--- src/rtl/mem_arb_pkg.sv ---
// Shared types and constants for the fetch/LSU memory port arbiter.
package mem_arb_pkg;

   localparam int unsigned ADDR_W = 32;
   localparam int unsigned DATA_W = 32;
   localparam int unsigned BE_W   = 4;
   localparam int unsigned CNT_W  = 4;

   localparam logic [ADDR_W-1:0] RESET_PC = 32'h8000_0000;

   typedef enum logic [1:0] {
      IDLE = 2'd0,
      REQ  = 2'd1,
      RESP = 2'd2
   } arb_state_e;

   typedef enum logic {
      OWN_FETCH = 1'b0,
      OWN_LSU   = 1'b1
   } owner_e;

   typedef struct packed {
      logic              we;
      logic [ADDR_W-1:0] addr;
      logic [DATA_W-1:0] wdata;
      logic [BE_W-1:0]   be;
   } mem_cmd_t;

   // Fetch is always a full-word read.
   function automatic mem_cmd_t fetch_cmd(input logic [ADDR_W-1:0] addr);
      mem_cmd_t c;
      c.we    = 1'b0;
      c.addr  = addr;
      c.wdata = '0;
      c.be    = {BE_W{1'b1}};
      return c;
   endfunction

endpackage

--- src/rtl/arb_starve_counter.sv ---
// Saturating count of LSU wins while fetch is waiting; flags when fetch must win.
module arb_starve_counter
   import mem_arb_pkg::*;
#(
   parameter int unsigned LIMIT = 4
) (
   input  logic clk_i,
   input  logic rst_ni,
   input  logic i_inc,
   input  logic i_clr,
   output logic o_at_limit_c
);

   logic [CNT_W-1:0] r_cnt;

   always_ff @(posedge clk_i) begin
      if (!rst_ni) begin
         r_cnt <= '0;
      end else if (i_clr) begin
         r_cnt <= '0;
      end else if (i_inc && (r_cnt != CNT_W'(LIMIT))) begin
         r_cnt <= r_cnt + CNT_W'(1);
      end
   end

   assign o_at_limit_c = (r_cnt == CNT_W'(LIMIT));

endmodule

--- src/rtl/mem_port_arbiter.sv ---
// Shares one memory port between fetch and LSU, one transaction at a time,
// LSU-first with a starvation guard for fetch.
module mem_port_arbiter
   import mem_arb_pkg::*;
#(
   parameter int unsigned STARVE_LIMIT = 4,
   parameter bit          RESET_OWNER  = 1'b0
) (
   input  logic              clk_i,
   input  logic              rst_i,
   input  logic              fetch_req_i,
   input  logic [ADDR_W-1:0] fetch_addr_i,
   output logic              fetch_gnt_o,
   output logic              fetch_rvalid_o,
   output logic [DATA_W-1:0] fetch_rdata_o,
   input  logic              lsu_req_i,
   input  logic              lsu_we_i,
   input  logic [ADDR_W-1:0] lsu_addr_i,
   input  logic [DATA_W-1:0] lsu_wdata_i,
   input  logic [BE_W-1:0]   lsu_be_i,
   output logic              lsu_gnt_o,
   output logic              lsu_rvalid_o,
   output logic [DATA_W-1:0] lsu_rdata_o,
   output logic              mem_req_o,
   output logic              mem_we_o,
   output logic [ADDR_W-1:0] mem_addr_o,
   output logic [DATA_W-1:0] mem_wdata_o,
   output logic [BE_W-1:0]   mem_be_o,
   input  logic              mem_gnt_i,
   input  logic              mem_rvalid_i,
   input  logic [DATA_W-1:0] mem_rdata_i,
   output logic              busy_o,
   output logic              err_o
);

   arb_state_e r_state;
   owner_e     r_owner;
   mem_cmd_t   r_cmd;
   logic       r_mem_req;
   logic       r_busy;
   logic       r_err;

   logic w_any_req, w_starved, w_sel_lsu, w_arb;
   logic w_cnt_inc, w_cnt_clr, w_err_set;
   logic w_fire_gnt, w_fire_rsp;
   mem_cmd_t w_lsu_cmd;

   assign w_any_req = fetch_req_i | lsu_req_i;
   assign w_sel_lsu = lsu_req_i & ~(fetch_req_i & w_starved);
   assign w_arb     = (r_state == IDLE) & w_any_req;
   assign w_cnt_inc = w_arb & w_sel_lsu & fetch_req_i;
   assign w_cnt_clr = ~fetch_req_i | (w_arb & ~w_sel_lsu);
   assign w_err_set = (mem_rvalid_i & (r_state != RESP)) | (mem_gnt_i & ~r_mem_req);

   assign w_lsu_cmd = '{we: lsu_we_i, addr: lsu_addr_i, wdata: lsu_wdata_i, be: lsu_be_i};

   arb_starve_counter #(
      .LIMIT(STARVE_LIMIT)
   ) u_starve (
      .clk_i       (clk_i),
      .rst_ni      (rst_i),
      .i_inc       (w_cnt_inc),
      .i_clr       (w_cnt_clr),
      .o_at_limit_c(w_starved)
   );

   always_ff @(posedge clk_i) begin
      if (!rst_i) begin
         r_state   <= IDLE;
         r_owner   <= owner_e'(RESET_OWNER);
         r_cmd     <= '0;
         r_mem_req <= 1'b0;
         r_busy    <= 1'b0;
         r_err     <= 1'b0;
      end else begin
         if (w_err_set) r_err <= 1'b1;
         case (r_state)
            IDLE: begin
               if (w_any_req) begin
                  r_owner   <= w_sel_lsu ? OWN_LSU : OWN_FETCH;
                  r_cmd     <= w_sel_lsu ? w_lsu_cmd : fetch_cmd(fetch_addr_i);
                  r_mem_req <= 1'b1;
                  r_busy    <= 1'b1;
                  r_state   <= REQ;
               end
            end
            REQ: begin
               if (mem_gnt_i) begin
                  r_mem_req <= 1'b0;
                  r_state   <= RESP;
               end
            end
            RESP: begin
               if (mem_rvalid_i) begin
                  r_busy  <= 1'b0;
                  r_state <= IDLE;
               end
            end
            default: begin
               r_mem_req <= 1'b0;
               r_busy    <= 1'b0;
               r_state   <= IDLE;
            end
         endcase
      end
   end

   // Handshake pulses are combinational from memory; reset suppresses them.
   assign w_fire_gnt = rst_i & mem_gnt_i & r_mem_req;
   assign w_fire_rsp = rst_i & mem_rvalid_i & (r_state == RESP);

   assign fetch_gnt_o    = w_fire_gnt & (r_owner == OWN_FETCH);
   assign lsu_gnt_o      = w_fire_gnt & (r_owner == OWN_LSU);
   assign fetch_rvalid_o = w_fire_rsp & (r_owner == OWN_FETCH);
   assign lsu_rvalid_o   = w_fire_rsp & (r_owner == OWN_LSU);
   assign fetch_rdata_o  = fetch_rvalid_o ? mem_rdata_i : '0;
   assign lsu_rdata_o    = lsu_rvalid_o ? mem_rdata_i : '0;

   assign mem_req_o   = r_mem_req;
   assign mem_we_o    = r_cmd.we;
   assign mem_addr_o  = r_cmd.addr;
   assign mem_wdata_o = r_cmd.wdata;
   assign mem_be_o    = r_cmd.be;
   assign busy_o      = r_busy;
   assign err_o       = r_err;

endmodule

--- config.mk ---
export PLATFORM = sky130hd
export DESIGN_NAME = mem_port_arbiter
export DESIGN_NICKNAME = d
export VERILOG_FILES = /design/src/rtl/mem_arb_pkg.sv /design/src/rtl/arb_starve_counter.sv /design/src/rtl/mem_port_arbiter.sv
export SDC_FILE = /design/constraint.sdc
export NUM_CORES = 1
export LEC_CHECK = 0
export ABC_AREA = 1
export CORE_ASPECT_RATIO = 1.2
export CORE_MARGIN = 3
export CORE_UTILIZATION = 32
export CTS_CLUSTER_DIAMETER = 60
export DETAILED_ROUTE_END_ITERATION = 10
export PLACE_DENSITY = 0.78
export SLEW_MARGIN = 20
export SYNTH_ARGS = -nofsm -noshare
export SYNTH_HDL_FRONTEND = slang
export SYNTH_SLANG_ARGS = --single-unit
--- constraint.sdc ---
create_clock -name clk_i -period 1.6 [get_ports clk_i]
set_clock_uncertainty 0.15 [all_clocks]
set_input_delay 0.32 -clock clk_i [delete_from_list [all_inputs] [get_ports clk_i]]
set_output_delay 0.32 -clock clk_i [all_outputs]
set_load 0.02 [all_outputs]
==> flow_summary_export.csv, run 1 <==
group,metric,value,unit
floorplan,die_x,106,microns
final_layout,instances_no_fill,1071,
outcome,status,"complete, but fails checks",
cts,clockBufferDepth,2,
yosys,synth_nets,730,
critical_path,cpMostUsedCell,"inv_2",
sta,finalMaxSlewViolations,0,
detailed_routing,antenna_left,0,
sta,fin_crit_sh,125,%
detailed_routing,via_per_inst,5.01,
final_layout,drive_gt1_share,39.6,%
grt,grt_pass1_wl,25800,microns
critical_path,ff2ff_path_depth,9,
cts,tritoncts,"done",
critical_path,crit_chain,"inv_2 -> nand2_2 -> inv_2 -> nand4_1 -> buf_6 -> buf_16 -> nor2_2 -> buf_4",
power,powerDensity,752,nW/um^2
grt,overflow,0,
final_layout,final_cell_area,9010,sq um
critical_path,reg2reg_to,"mem_addr_o[21]",
cts,cts_buffers,9,
placement,place_congestion,0.851,
final_layout,layout_commonest_cell,"clkdlybuf4s50_1",
floorplan,start_util,33.1,%
power,p_int,4.68,mW
cts,clock_sinks,79,
placement,io_buffers,278,
cts,cts-htree-levels,3,
sta,tightest_slew,430,ps
sta,final.setup.tns,-39650,ps
grt,track_usage,24.2,%
detailed_routing,postRouteWirelength,20200,microns
sta,fmax,0.501,GHz
yosys,ys_ff_latch,79,
power,combinationalPowerShare,33.8,%
power,static-leakage-power,4.37,nW
detailed_routing,routedWlPerCell,18.8,microns
final_layout,fin_util,77.2,%
critical_path,cp.required,1130,ps
critical_path,path_class,"reg2out",
yosys,ys_seq_area_share,40.9,%
yosys,netlist_instances,589,
critical_path,r2r-start,"r_state[1]",
critical_path,cp_slowest_stage_delay,330,ps
critical_path,arrival,1530,ps
run,drv_cap,0,
grt,antenna_found_initial,1,
final_layout,nFillCells,765,
floorplan,dieArea,13400,sq um
final_layout,diodes,0,
placement,dp.cells,1026,
power,finalPower,6.78,mW
yosys,synthesis.area,3860,sq um
detailed_routing,vias,5370,
placement,hpwl,12100,microns
detailed_routing,drtPass1Iterations,4,
placement,place_area,7230,sq um
placement,dp_slack,-906,ps
power,ir_drop,590,uV
critical_path,critPathLaunch,"r_state[0]",
outcome,violations,"negative setup slack",
cts,path_clk_slew,60,ps
critical_path,cp_max_fo,8,
floorplan,core-area,11700,sq um
critical_path,critPathLaunchType,"flop",
detailed_routing,drc,0,
sta,fin_crit,2000,ps
sta,setup_viol,144,
power,switching_power,2.10,mW
sta,holdWs,310,ps
yosys,synth.distinct_cells,21,
floorplan,num_rows,43,
power,clkPwrFrac,33.7,%
detailed_routing,drtIter0Drc,287,
sta,hold_viol,0,
sta,rsz0062_at_grt,"yes",
floorplan,die_y,126,microns
critical_path,timing.reg2reg.setup_slack,-280,ps
floorplan,ios,279,
cts,insertion_delay,330,ps
critical_path,crit_end,"fetch_rdata_o[28]",
sta,setup_ws,-397,ps
power,p_seq_share,32.4,%
grt,grt_max_degree,35,
yosys,avgSynthCellArea,6.56,sq um
power,netSwitchingFraction,30.9,%
cts,root_buffer,"clkbuf_16",
final_layout,fin_nets,1050,
final_layout,area_growth,133,%
final_layout,layout_common_cells,"clkdlybuf4s50_1 (134), nand2_1 (110), dfxtp_1 (76)",
sta,max-slew-margin-rel,71.3,%
grt,grt_pass1_vias,4761,
critical_path,slowest_stage,"dfxtp_2",
cts,cts_hold_buf,0,
yosys,ys_warn_count,0,
critical_path,endpoint_kind,"primary output",
worst_hold_path,min_path_type,"reg2reg",
==> worst max-delay path: cells and delay by family, from the launching register on <==
kind / cells / cell delay (ps)
buf+inv: 5 / 620
simple gates: 3 / 240
flops: 1 / 330
==> how the worst min path moves through the flow <==
stage	startpoint	endpoint	slack, ps	cells past startpoint
CTS	mem_wdata_o[26]	mem_wdata_o[26]	310	2
finish	mem_wdata_o[29]	mem_wdata_o[29]	310	2
detailed placement	mem_wdata_o[26]	mem_wdata_o[26]	300	2
global placement	mem_wdata_o[0]	mem_wdata_o[0]	300	2
global route	mem_wdata_o[24]	mem_wdata_o[24]	330	2
floorplan	lsu_be_i[0]	mem_be_o[0]	300	2
==> sequential cells by signal (all words and copies together) (netlist names) <==
name            cells
mem_we_o            1
busy_o              1
u_starve.r_cnt      4
err_o               1
mem_req_o           1
mem_wdata_o        32
r_state             2
r_owner             1
mem_be_o            4
mem_addr_o         32
==> power groups by stage <==
stage / combinational [mW] / clock [mW] / sequential [mW]
after global placement: 1.67 / 0 / 2.23
after detailed placement: 1.68 / 0 / 2.24
final: 2.29 / 2.29 / 2.20
after CTS: 1.66 / 2.32 / 2.19
after floorplan: 0.605 / 0 / 2.42
after global routing: 2.42 / 2.40 / 2.22
==> timing repair <==
| action | 4_1_cts | 5_1_grt |
|---|---|---|
| setup endpoints to repair | 212 | 139 |
| gates resized for setup | 511 | 222 |
| buffers inserted | 5 | 11 |
| gates cloned | 6 | 10 |
| pin swaps | 7 | 50 |
==> synthesized netlist by cell type, drive strengths merged <==
library cell	n	area share (%)
xor2	2	0.45
o21ai	6	0.78
dfxtp	79	41
clkbuf	14	1.4
o21a	2	0.39
buf	27	4.3
a31oi	2	0.32
nand3	68	8.8
inv	80	7.8
nor2	84	8.6
ha	2	0.65
a21oi	41	5.3
nand4	36	6.0
clkinv	1	0.097
nand2	145	14
==> per-layer routing <==
layer	GRT usage (%)	part of all wire, %	vias to the layer above
li1	-	-	2500
met1	27.0	37	2549
met2	43.7	52	265
met3	6.87	7.9	54
met4	8.16	3.5	2
met5	0	0.099	-
==> final cells by class <==
type | count | area (sq um) | area share [%]
timing repair buffer | 350 | 3710 | 41.2
multi-input combinational | 388 | 2880 | 31.9
sequential | 79 | 1590 | 17.6
tap | 157 | 196 | 2.18
inverter | 81 | 309 | 3.43
clock buffer | 11 | 253 | 2.80
clock inverter | 5 | 78.8 | 0.875
==> logic make-up after synthesis <==
kind of cell,share of synthesized area [%]
simple gates,37.6
flops,40.9
buf+inv,13.5
compound gates,6.80
xor+xnor,0.454
fa+ha+maj,0.648
(Power assumes the default switching activity.)
==> run 2: changes to the inputs <==
CORE_AREA = 3 3 108 110   (was default)
CORE_ASPECT_RATIO = default   (was 1.2)
CORE_MARGIN = default   (was 3)
CORE_UTILIZATION = default   (was 32)
CTS_CLUSTER_SIZE = 12   (was default)
DIE_AREA = 0 0 111 113   (was default)
PLACE_DENSITY = 0.79   (was 0.78)
clock period = 2.36 ns   (was 1.6 ns; I/O delays follow)
==> run 2 against run 1 <==
The flow now finishes without violations. Critical path depth unchanged. Clock power shrank 57%. Utilization is 13 points lower. Wire length down 24%.
==> flow_summary_export.csv, run 2 (synthesis gave the netlist of run 1 again) <==
group,metric,value,unit
grt,grt_max_degree,38,
grt,grt_use_met3,4.22,%
final_layout,fin_nets,1006,
final_layout,area_growth,79.3,%
critical_path,critPathLaunchType,"flop",
sta,max-slew-margin-rel,72.3,%
sta,fin_crit,2330,ps
sta,fin_crit_sh,98.8,%
detailed_routing,drtPass1Iterations,5,
grt,use_met1,23.5,%
floorplan,num_rows,38,
cts,root_buffer,"clkbuf_8",
sta,tightest_slew,416,ps
worst_hold_path,whs_path_depth,2,
cts,clock_sinks,79,
cts,clockBufferDepth,2,
sta,hold_viol,0,
power,powerDensity,514,nW/um^2
power,static-leakage-power,3.29,nW
detailed_routing,postRouteWirelength,15300,microns
grt,grt_pass1_vias,4745,
critical_path,cp_max_fo,17,
run,drv_cap,0,
sta,rsz0062_at_grt,"yes",
sta,finalMaxSlewViolations,0,
critical_path,ff2ff_path_depth,7,
outcome,status,"completed",
sta,holdWs,315,ps
cts,cts_buffers,9,
detailed_routing,via_per_inst,4.85,
critical_path,path_class,"reg2out",
critical_path,endpoint_kind,"primary output",
critical_path,timing.reg2reg.setup_slack,390,ps
detailed_routing,drtIter0Drc,315,
grt,grt_busiest_layer,"met2",
detailed_routing,antenna_left,0,
critical_path,r2r-start,"r_state[1]",
final_layout,multi_input_area,1790,sq um
sta,setup_ws,27.6,ps
sta,fmax,0.429,GHz
final_layout,diodes,0,
cts,tritoncts,"done",
grt,grt_pass1_wl,23200,microns
floorplan,core-area,10800,sq um
floorplan,die_y,113,microns
placement,io_buffers,278,
final_layout,register_area,1580,sq um
detailed_routing,vias,4890,
placement,dp_slack,-431,ps
floorplan,start_util,35.8,%
grt,track_usage,22.6,%
final_layout,drive_gt1_share,13.9,%
cts,path_clk_slew,80,ps
sta,setup_viol,0,
worst_hold_path,min_to,"mem_wdata_o[15]",
detailed_routing,drc,0,
cts,insertion_delay,340,ps
final_layout,layout_commonest_cell,"clkdlybuf4s50_1",
worst_hold_path,min_path_type,"reg2reg",
worst_hold_path,hold_start,"mem_wdata_o[15]",
final_layout,layout_common_cells,"clkdlybuf4s50_1 (208), nand2_1 (141), inv_1 (78), dfxtp_1 (78), nor2_1 (72)",
placement,hpwl,11700,microns
placement,place_congestion,0.952,
final_layout,nFillCells,934,
grt,met2_usage,44.3,%
floorplan,dieArea,12500,sq um
critical_path,cp.required,1740,ps
detailed_routing,routedWlPerCell,15.2,microns
grt,overflow,0,
floorplan,ios,279,
critical_path,arrival,1710,ps
critical_path,reg2reg_to,"u_starve.r_cnt[0]",
power,ir_drop,410,uV
grt,antenna_found_initial,1,
cts,cts-htree-levels,3,
floorplan,die_x,111,microns
run 2: what timing repair did:
item                                    CTS  global route
setup buffers                             1             1
endpoints found under the setup margin   68            66
hold buffers                              0             0
gates resized for setup                 178            76
endpoints found under the hold margin     0             0
pin swaps                                 1             0
gates cloned                              1             1
run 2: worst max-delay path by stage:
stage                            start                 to  slack, ps  cells past startpoint
final                       r_state[0]    lsu_rdata_o[23]         30                      8
after global routing        r_state[0]    lsu_rdata_o[27]        -50                      8
after CTS                   r_state[0]  fetch_rdata_o[27]         -9                      8
after detailed placement  mem_rvalid_i  fetch_rdata_o[14]       -430                      5
after global placement    mem_rvalid_i     lsu_rdata_o[1]       -360                      5
after floorplan                  rst_i  fetch_rdata_o[22]        310                      4
run 2: metal layers:
metal  part of all wire, %  vias up
li1                      -     2402
met4                   3.2        2
met1                    36     2212
met3                   6.6       41
met5                 0.059        -
met2                    54      233
run 2: power by group:
part | leakage (nW) | internal, mW | total (mW) | switching [mW]
Combinational | 2.55 | 0.536 | 1.08 | 0.544
Clock | 0.0879 | 0.488 | 0.983 | 0.496
Sequential | 0.650 | 1.44 | 1.50 | 0.0585
Total | 3.29 | 2.46 | 3.56 | 1.10
run 2: final cells by class:
cell class,count,area share (%)
clock inverters,6,1.01
clock buffers,9,1.79
flip-flops and latches,79,22.9
well taps,140,2.53
inverters,81,4.39
repair buffers,306,41.5
multi-input cells,388,25.9
run 2: stage by stage:
stage | util (%) | instance area (sq um) | setup TNS [ps] | cells | power (mW)
floorplan | - | 3860 | 0 | 589 | 2.03
global placement | 63.4 | 6850 | -23240 | 990 | 2.58
detailed placement | 63.4 | 6850 | -25040 | 990 | 2.60
CTS | 64.9 | 7010 | -8.59 | 1007 | 3.60
global route | 64.2 | 6920 | -552 | 1009 | 3.74
finish | 64.2 | 6920 | 0 | 1009 | 3.56
run 2: critical path, cell delays in order (launching register included):
cell             delay, ps
dfxtp_2                340
inv_2                   60
nand2_2                 50
inv_2                   70
nand4_1                 90
buf_4                  190
buf_12                 150
nor2_1                  90
clkdlybuf4s15_1        310
==> variant 1 (config.mk and constraints of run 1) <==
Change the package constant `CNT_W` from 4 to 6.
--- a/src/rtl/mem_arb_pkg.sv
+++ b/src/rtl/mem_arb_pkg.sv
@@ -6,3 +6,3 @@
    localparam int unsigned BE_W   = 4;
-   localparam int unsigned CNT_W  = 4;
+   localparam int unsigned CNT_W  = 6;
 
Check against the original RTL: same outputs for any inputs over 10 cycles, from zero or initial values and one cycle with rst_i low; that may be too few to reach the edited logic, so the function may still have changed.
==> variant 1 against run 1 <==
The run still ends with setup timing left. Sequential cell count is 2 higher. Fmax down 9.1%. Wire length is 16% lower. Total power is 9.3% lower. Worst setup slack worse by 200 ps. Count of clock-buffer cells in the layout is 1 lower. Final area is 5.9% lower. Register-to-register slack better by 40 ps. Synthesized area grew 2.4%. Critical path type unchanged.
==> variant 1: results (changes against run 1) <==
INFO  hold_path      whs_endpoint=mem_wdata_o[16]
INFO  grt            first_global_vias=4695 [-1.4%]
INFO  worst_setup_path worst_ep_arrival_time=1730ps [+200 ps]
INFO  grt            grt.total_usage=0.227 [-0.0141]
INFO  run_status     outcome=finished, violations left
INFO  synth          top_cell_types_by_occurrence_after_synthesis=151 x nand2_1, 82 x nor2_1, 81 x dfxtp_1
INFO  worst_setup_path critPathTopFamily=buffers and inverters
INFO  cells_and_area drive_gt1_frac=0.270 [-0.126]
INFO  cts            clock-root-buffer=clkbuf_16
INFO  grt            grt_pass1_wl=24.9mm [-3.1%]
INFO  synth          fraction_of_registers_with_async_set_reset=0 [unchanged]
INFO  synth          postSynthNetCount=745 [+2.1%]
INFO  synth          ys_top_cells_by_area=dfxtp_1 41%, nand2_1 14%, nand3_1 8.9%, nor2_1 7.8%, inv_1 7.4%
INFO  worst_setup_path reg2reg_from=r_state[0]
INFO  timing         worst_hold_slack=310ps [-0.109 ps]
INFO  timing         minimum_setup_slack_in_the_final_design=-597ps [-199 ps]
INFO  worst_setup_path max_stage_delay=330ps [about the same]
INFO  synth          seq_area_frac_synth=0.410 [+0.000538]
INFO  timing         slew-limit-headroom=0.690 [-0.0232]
INFO  route          drt-wirelength-per-cell=15.7um [-17%]
INFO  route          detailedRoute.firstIterationViolations=288 [+0.35%]
INFO  cts            worst_setup_hold_path_clk_slew=60ps [about the same]
INFO  route          finalWirelength=16.9mm [-16%]
INFO  worst_setup_path r2r_setup_slack=-240ps [+40 ps]
INFO  placed_design  globalplace.congestion=0.858 [+0.80%]
INFO  placed_design  detailedPlacementHpwl=11.8mm [-2.5%]
INFO  timing         finalSetupTns=-42650ps [-2990 ps]
INFO  route          drcViolationCount=0 [unchanged]
INFO  timing         report.final.setup_viol=141 [-2.1%]
INFO  synth          post_synth_num_cell_types=24 [+14%]
INFO  run_status     violations_in_the_final_reports=setup timing
INFO  synth          yosys_warnings=0 [unchanged]
INFO  hold_path      hold-path-cell-count=2 [unchanged]
INFO  hold_path      hold_start=mem_wdata_o[16]
INFO  pwr            total_switching_power=0.00177W [-15%]
INFO  route          num_vias=5116 [-4.7%]
INFO  worst_setup_path cp_max_fo=11 [+3]
INFO  pwr            leakage_power=4.00nW [-8.4%]
INFO  cts            clk-insertion-delay-late=330ps [about the same]
INFO  cts            cts-buffers-inserted=9 [unchanged]
INFO  route          drt-pass1-iter-count=5 [+1]
INFO  grt            grt_antenna_before_repair=0 [-1]
INFO  worst_setup_path critical_path.slowest_cell=dfxtp_2
INFO  grt            grt_start_max_net_pins=43 [+23%]
INFO  cells_and_area nets=1056 [+0.57%]
INFO  pwr            max-vdd-ir-drop=0.494mV [-16%]
INFO  worst_setup_path timing.rr.end=mem_addr_o[12]
[variant 1: per-layer routing]
| metal | wire, um | GRT usage | vias to the layer above |
|---|---|---|---|
| met5 | 0 | 0 | - |
| met4 | 717 | 0.0966 | 0 |
| met3 | 1280 | 0.0554 | 49 |
| met2 | 8770 | 0.416 | 233 |
| met1 | 6110 | 0.247 | 2301 |
| li1 | - | - | 2533 |
[variant 1: stage by stage]
step	instance area, um^2	setup slack (ps)	power [W]	cells
floorplan	4550	-322	0.00306	604
global placement	7640	-1140	0.00391	1041
detailed placement	7640	-1190	0.00393	1041
CTS	8320	-652	0.00616	1075
global route	8480	-711	0.00643	1077
finish	8480	-597	0.00615	1077
[variant 1: what timing repair did]
action | 4_1_cts | 5_1_grt
endpoints found under the setup margin | 216 | 145
gates resized for setup | 483 | 54
buffers inserted | 15 | 3
pin swaps | 3 | 4
gates cloned | 5 | 3
[variant 1: logic make-up (layout without fill, tap and decap cells)]
kind of cell,after synthesis,in the layout,synth area share
AND/OR/NAND/NOR,342,342,0.378
flip-flops,81,81,0.410
adder cells (fa/ha/maj),2,2,0.00633
XOR/XNOR,4,4,0.00886
AO/OA/AOI/OAI,51,51,0.0683
buffers and inverters,124,440,0.128
[variant 1: worst min-delay path: cells and delay by family, from the launching register on]
kind,cells,cell delay [ps]
compound gates,1,50
flops,1,310
simple gates,1,60
[variant 1: worst max path at each step]
| stage | start | endpoint | slack [ps] | cells past startpoint |
|---|---|---|---|---|
| 2_1_floorplan | r_state[1] | fetch_rdata_o[11] | -320 | 7 |
| 3_3_place_gp | rst_i | lsu_rdata_o[31] | -1140 | 7 |
| 3_5_place_dp | rst_i | lsu_rdata_o[12] | -1190 | 7 |
| 4_1_cts | r_state[1] | lsu_rdata_o[26] | -650 | 9 |
| 5_1_grt | r_state[1] | lsu_rdata_o[4] | -710 | 9 |
| 6_report | r_state[1] | lsu_rdata_o[4] | -600 | 9 |
[variant 1: final cells by class]
type / count / area (um^2)
Sequential cell: 81 / 1630
Clock buffer: 10 / 239
Clock inverter: 6 / 90.1
Inverter: 83 / 324
Timing Repair Buffer: 341 / 3590
Fill cell: 910 / 3360
Tap cell: 157 / 196
Multi-Input combinational cell: 399 / 2410
[variant 1: power groups by stage]
stage	sequential, W	clock [W]	combinational, W
3_3_place_gp	0.00228	0	0.00163
5_1_grt	0.00226	0.00240	0.00178
3_5_place_dp	0.00229	0	0.00164
2_1_floorplan	0.00245	0	0.000610
6_report	0.00224	0.00225	0.00166
4_1_cts	0.00224	0.00230	0.00163
==> variant 2 (flow settings as in run 1) <==
Without the edit above. Reset style: asynchronous (`rst_i` and `rst_ni`), changed in 2 clocked blocks.
--- a/src/rtl/arb_starve_counter.sv
+++ b/src/rtl/arb_starve_counter.sv
@@ -15,3 +15,3 @@
 
-   always_ff @(posedge clk_i) begin
+   always_ff @(posedge clk_i or negedge rst_ni) begin
       if (!rst_ni) begin
--- a/src/rtl/mem_port_arbiter.sv
+++ b/src/rtl/mem_port_arbiter.sv
@@ -66,3 +66,3 @@
 
-   always_ff @(posedge clk_i) begin
+   always_ff @(posedge clk_i or negedge rst_i) begin
       if (!rst_i) begin
Formal check against the unedited RTL: differs if rst_i is asserted again (counterexample within 4 cycles, from zero or initial values and one cycle with rst_i low); with rst_i held inactive, the same outputs for 10 cycles.
==> variant 2 against run 1 <==
The run still ends with setup timing left. Worst setup slack worse by 140 ps. Non-clock buffer count shrank 26. Sequential cell count unchanged. Synthesized area is 2.4% lower. Wire length shrank 11%. Core utilization down 5.8 points. Final area shrank 11%. Critical path type unchanged. Largest cell class unchanged. Highest routed layer unchanged.
Power is not compared: it rests on default switching activity, and its combinational part moved more than twofold at a synthesized area within 25%.
==> variant 2: results (changes against run 1) <==
INFO  route          num_vias=4631 [-14%]
INFO  run_status     outcome=finished, violations left
INFO  synth          post_synth_num_cell_types=22 [+4.8%]
INFO  synth          postSynthNetCount=636 [-13%]
INFO  cts            cts_max_level=3 [unchanged]
INFO  cts            clk-insertion-delay-late=330ps [about the same]
INFO  grt            grt_antenna_before_repair=5 [+4]
INFO  synth          ys_top_cells_by_area=dfrtp_1 52%, nand2_1 18%, nand3_1 9.7%, nor2_1 6.6%, inv_1 4.4%
INFO  placed_design  globalplace.congestion=0.827 [-2.9%]
INFO  grt            first_global_vias=4974 [+4.5%]
INFO  route          drt-pass1-iter-count=5 [+1]
INFO  cells_and_area fillCellCount=853 [+12%]
INFO  synth          synthMostInstantiatedCell=nand2_1
INFO  synth          top_cell_types_by_occurrence_after_synthesis=177 x nand2_1, 79 x dfrtp_1, 73 x nand3_1
INFO  synth          synthFlopType=dfrtp_1
INFO  synth          seq_area_frac_synth=0.524 [+0.115]
INFO  run_status     violations_in_the_final_reports=setup timing
INFO  grt            grtUsageMet2=0.502 [+0.0649]
INFO  synth          fraction_of_registers_with_async_set_reset=1.00 [+1.00]
INFO  cells_and_area nets=943 [-10%]
INFO  route          detailedRoute.firstIterationViolations=289 [+0.70%]
INFO  grt            grt_start_max_net_pins=56 [+60%]
INFO  timing         report.final.setup_viol=72 [-50%]
INFO  cells_and_area drive_gt1_frac=0.257 [-0.140]
INFO  timing         finalSetupTns=-31170ps [+8490 ps]
INFO  synth          yosys_warnings=0 [unchanged]
INFO  timing         minimum_setup_slack_in_the_final_design=-533ps [-136 ps]
INFO  worst_setup_path r2r.worst_path.cells=8 [-1]
INFO  hold_path      worst_hold_path_type=in2async
INFO  grt            grt_pass1_wl=27.4mm [+6.5%]
INFO  worst_setup_path max_stage_delay=410ps [+80 ps]
INFO  grt            grt_use_met1=0.265 [-0.00526]
INFO  grt            grt.total_usage=0.268 [+0.0269]
INFO  worst_setup_path critical_path.slowest_cell=dfrtp_1
INFO  grt            use_met3=0.0933 [+0.0246]
INFO  placed_design  placed_cell_area=0.00730mm^2 [+1.1%]
INFO  route          finalWirelength=18.0mm [-11%]
INFO  synth          synthDominantCellAreaShare=0.524 [+0.115]
INFO  worst_setup_path cp_max_fo=8 [unchanged]
INFO  worst_setup_path worst_ep_arrival_time=1660ps [+130 ps]
INFO  timing         slew-limit-headroom=0.536 [-0.178]
INFO  placed_design  detailedPlacementHpwl=12.7mm [+5.4%]
INFO  pwr            max-vdd-ir-drop=0.853mV
-- variant 2: cell count changes in the layout (fill, tap and decap cells not counted), moves of 15 or more --
cell	run 1	this run
nand4_1	35	8
dfxtp_1	76	0
nand3_2	50	2
nand3_1	8	72
nor2_2	19	0
nand2_1	110	175
nor2_4	49	67
a21oi_2	29	0
nor2_1	16	1
dfrtp_1	0	79
buf_4	44	24
inv_1	74	43
nand2_4	23	1
-- variant 2: final cells by class --
class / count / area (um^2) / area share
timing repair buffer: 324 / 3410 / 0.425
multi-input combinational: 341 / 1990 / 0.248
sequential: 79 / 1980 / 0.246
clock buffer: 10 / 229 / 0.0285
tap: 154 / 193 / 0.0240
inverter: 47 / 186 / 0.0232
clock inverter: 6 / 37.5 / 0.00468
antenna: 1 / 2.50 / 0.000312
-- variant 2: power breakdown --
part           switching, W  internal, W  total [W]
clock              0.000786      0.00104    0.00183
sequential         0.000503      0.00288    0.00338
combinational       0.00351      0.00241    0.00592
total               0.00480      0.00633     0.0111
-- variant 2: routing by layer --
metal | routed length, um | up-vias
li1 | - | 2168
met1 | 5980 | 2157
met2 | 9540 | 251
met3 | 1660 | 47
met4 | 728 | 8
met5 | 61 | -
-- variant 2: timing repair --
item / 4_1_cts / 5_1_grt
endpoints found under the hold margin: 24 / 0
resized for setup: 511 / 18
buffers inserted: 9 / 1
hold buffers: 1 / 0
cloned: 9 / 1
endpoints found under the setup margin: 144 / 142
pin swaps: 8 / 9
-- variant 2: path summary, 6_finish.rpt --
kind | from | to | slack, ps
setup / recovery | r_state[0] | lsu_rdata_o[19] | -530
hold / removal | rst_i | mem_req_o | 100
setup reg to reg | u_starve.r_cnt[1] | mem_addr_o[26] | -10
hold reg to reg | mem_wdata_o[11] | mem_wdata_o[11] | 320
max in group asynchronous | rst_i | mem_addr_o[17] | 630
min in group clk_i | mem_wdata_o[11] | mem_wdata_o[11] | 320
-- variant 2: worst max-delay path: cells and delay by family (launching register included) --
kind	cells	cell delay [ps]
buf+inv	4	570
flops	1	410
simple gates	3	350
-- variant 2: kinds of logic after synthesis --
group                    Yosys count  share of synthesized area
AO/OA/AOI/OAI                     10                     0.0189
adder cells (fa/ha/maj)            2                    0.00664
buffers and inverters             75                     0.0860
flip-flops                        79                      0.524
XOR/XNOR                           2                    0.00465
AND/OR/NAND/NOR                  327                      0.359
-- variant 2: metrics by stage --
stage          std cells   util  hold WS (ps)  power [W]  worst slack [ps]
6_report             962  0.714           102     0.0111              -533
5_1_grt              962  0.714           172     0.0118              -573
4_1_cts              960  0.708           120     0.0111              -507
3_5_place_dp         926  0.649           212    0.00950              -881
3_3_place_gp         926  0.649           208    0.00931              -852
2_1_floorplan        495      -          -126    0.00639             -72.8
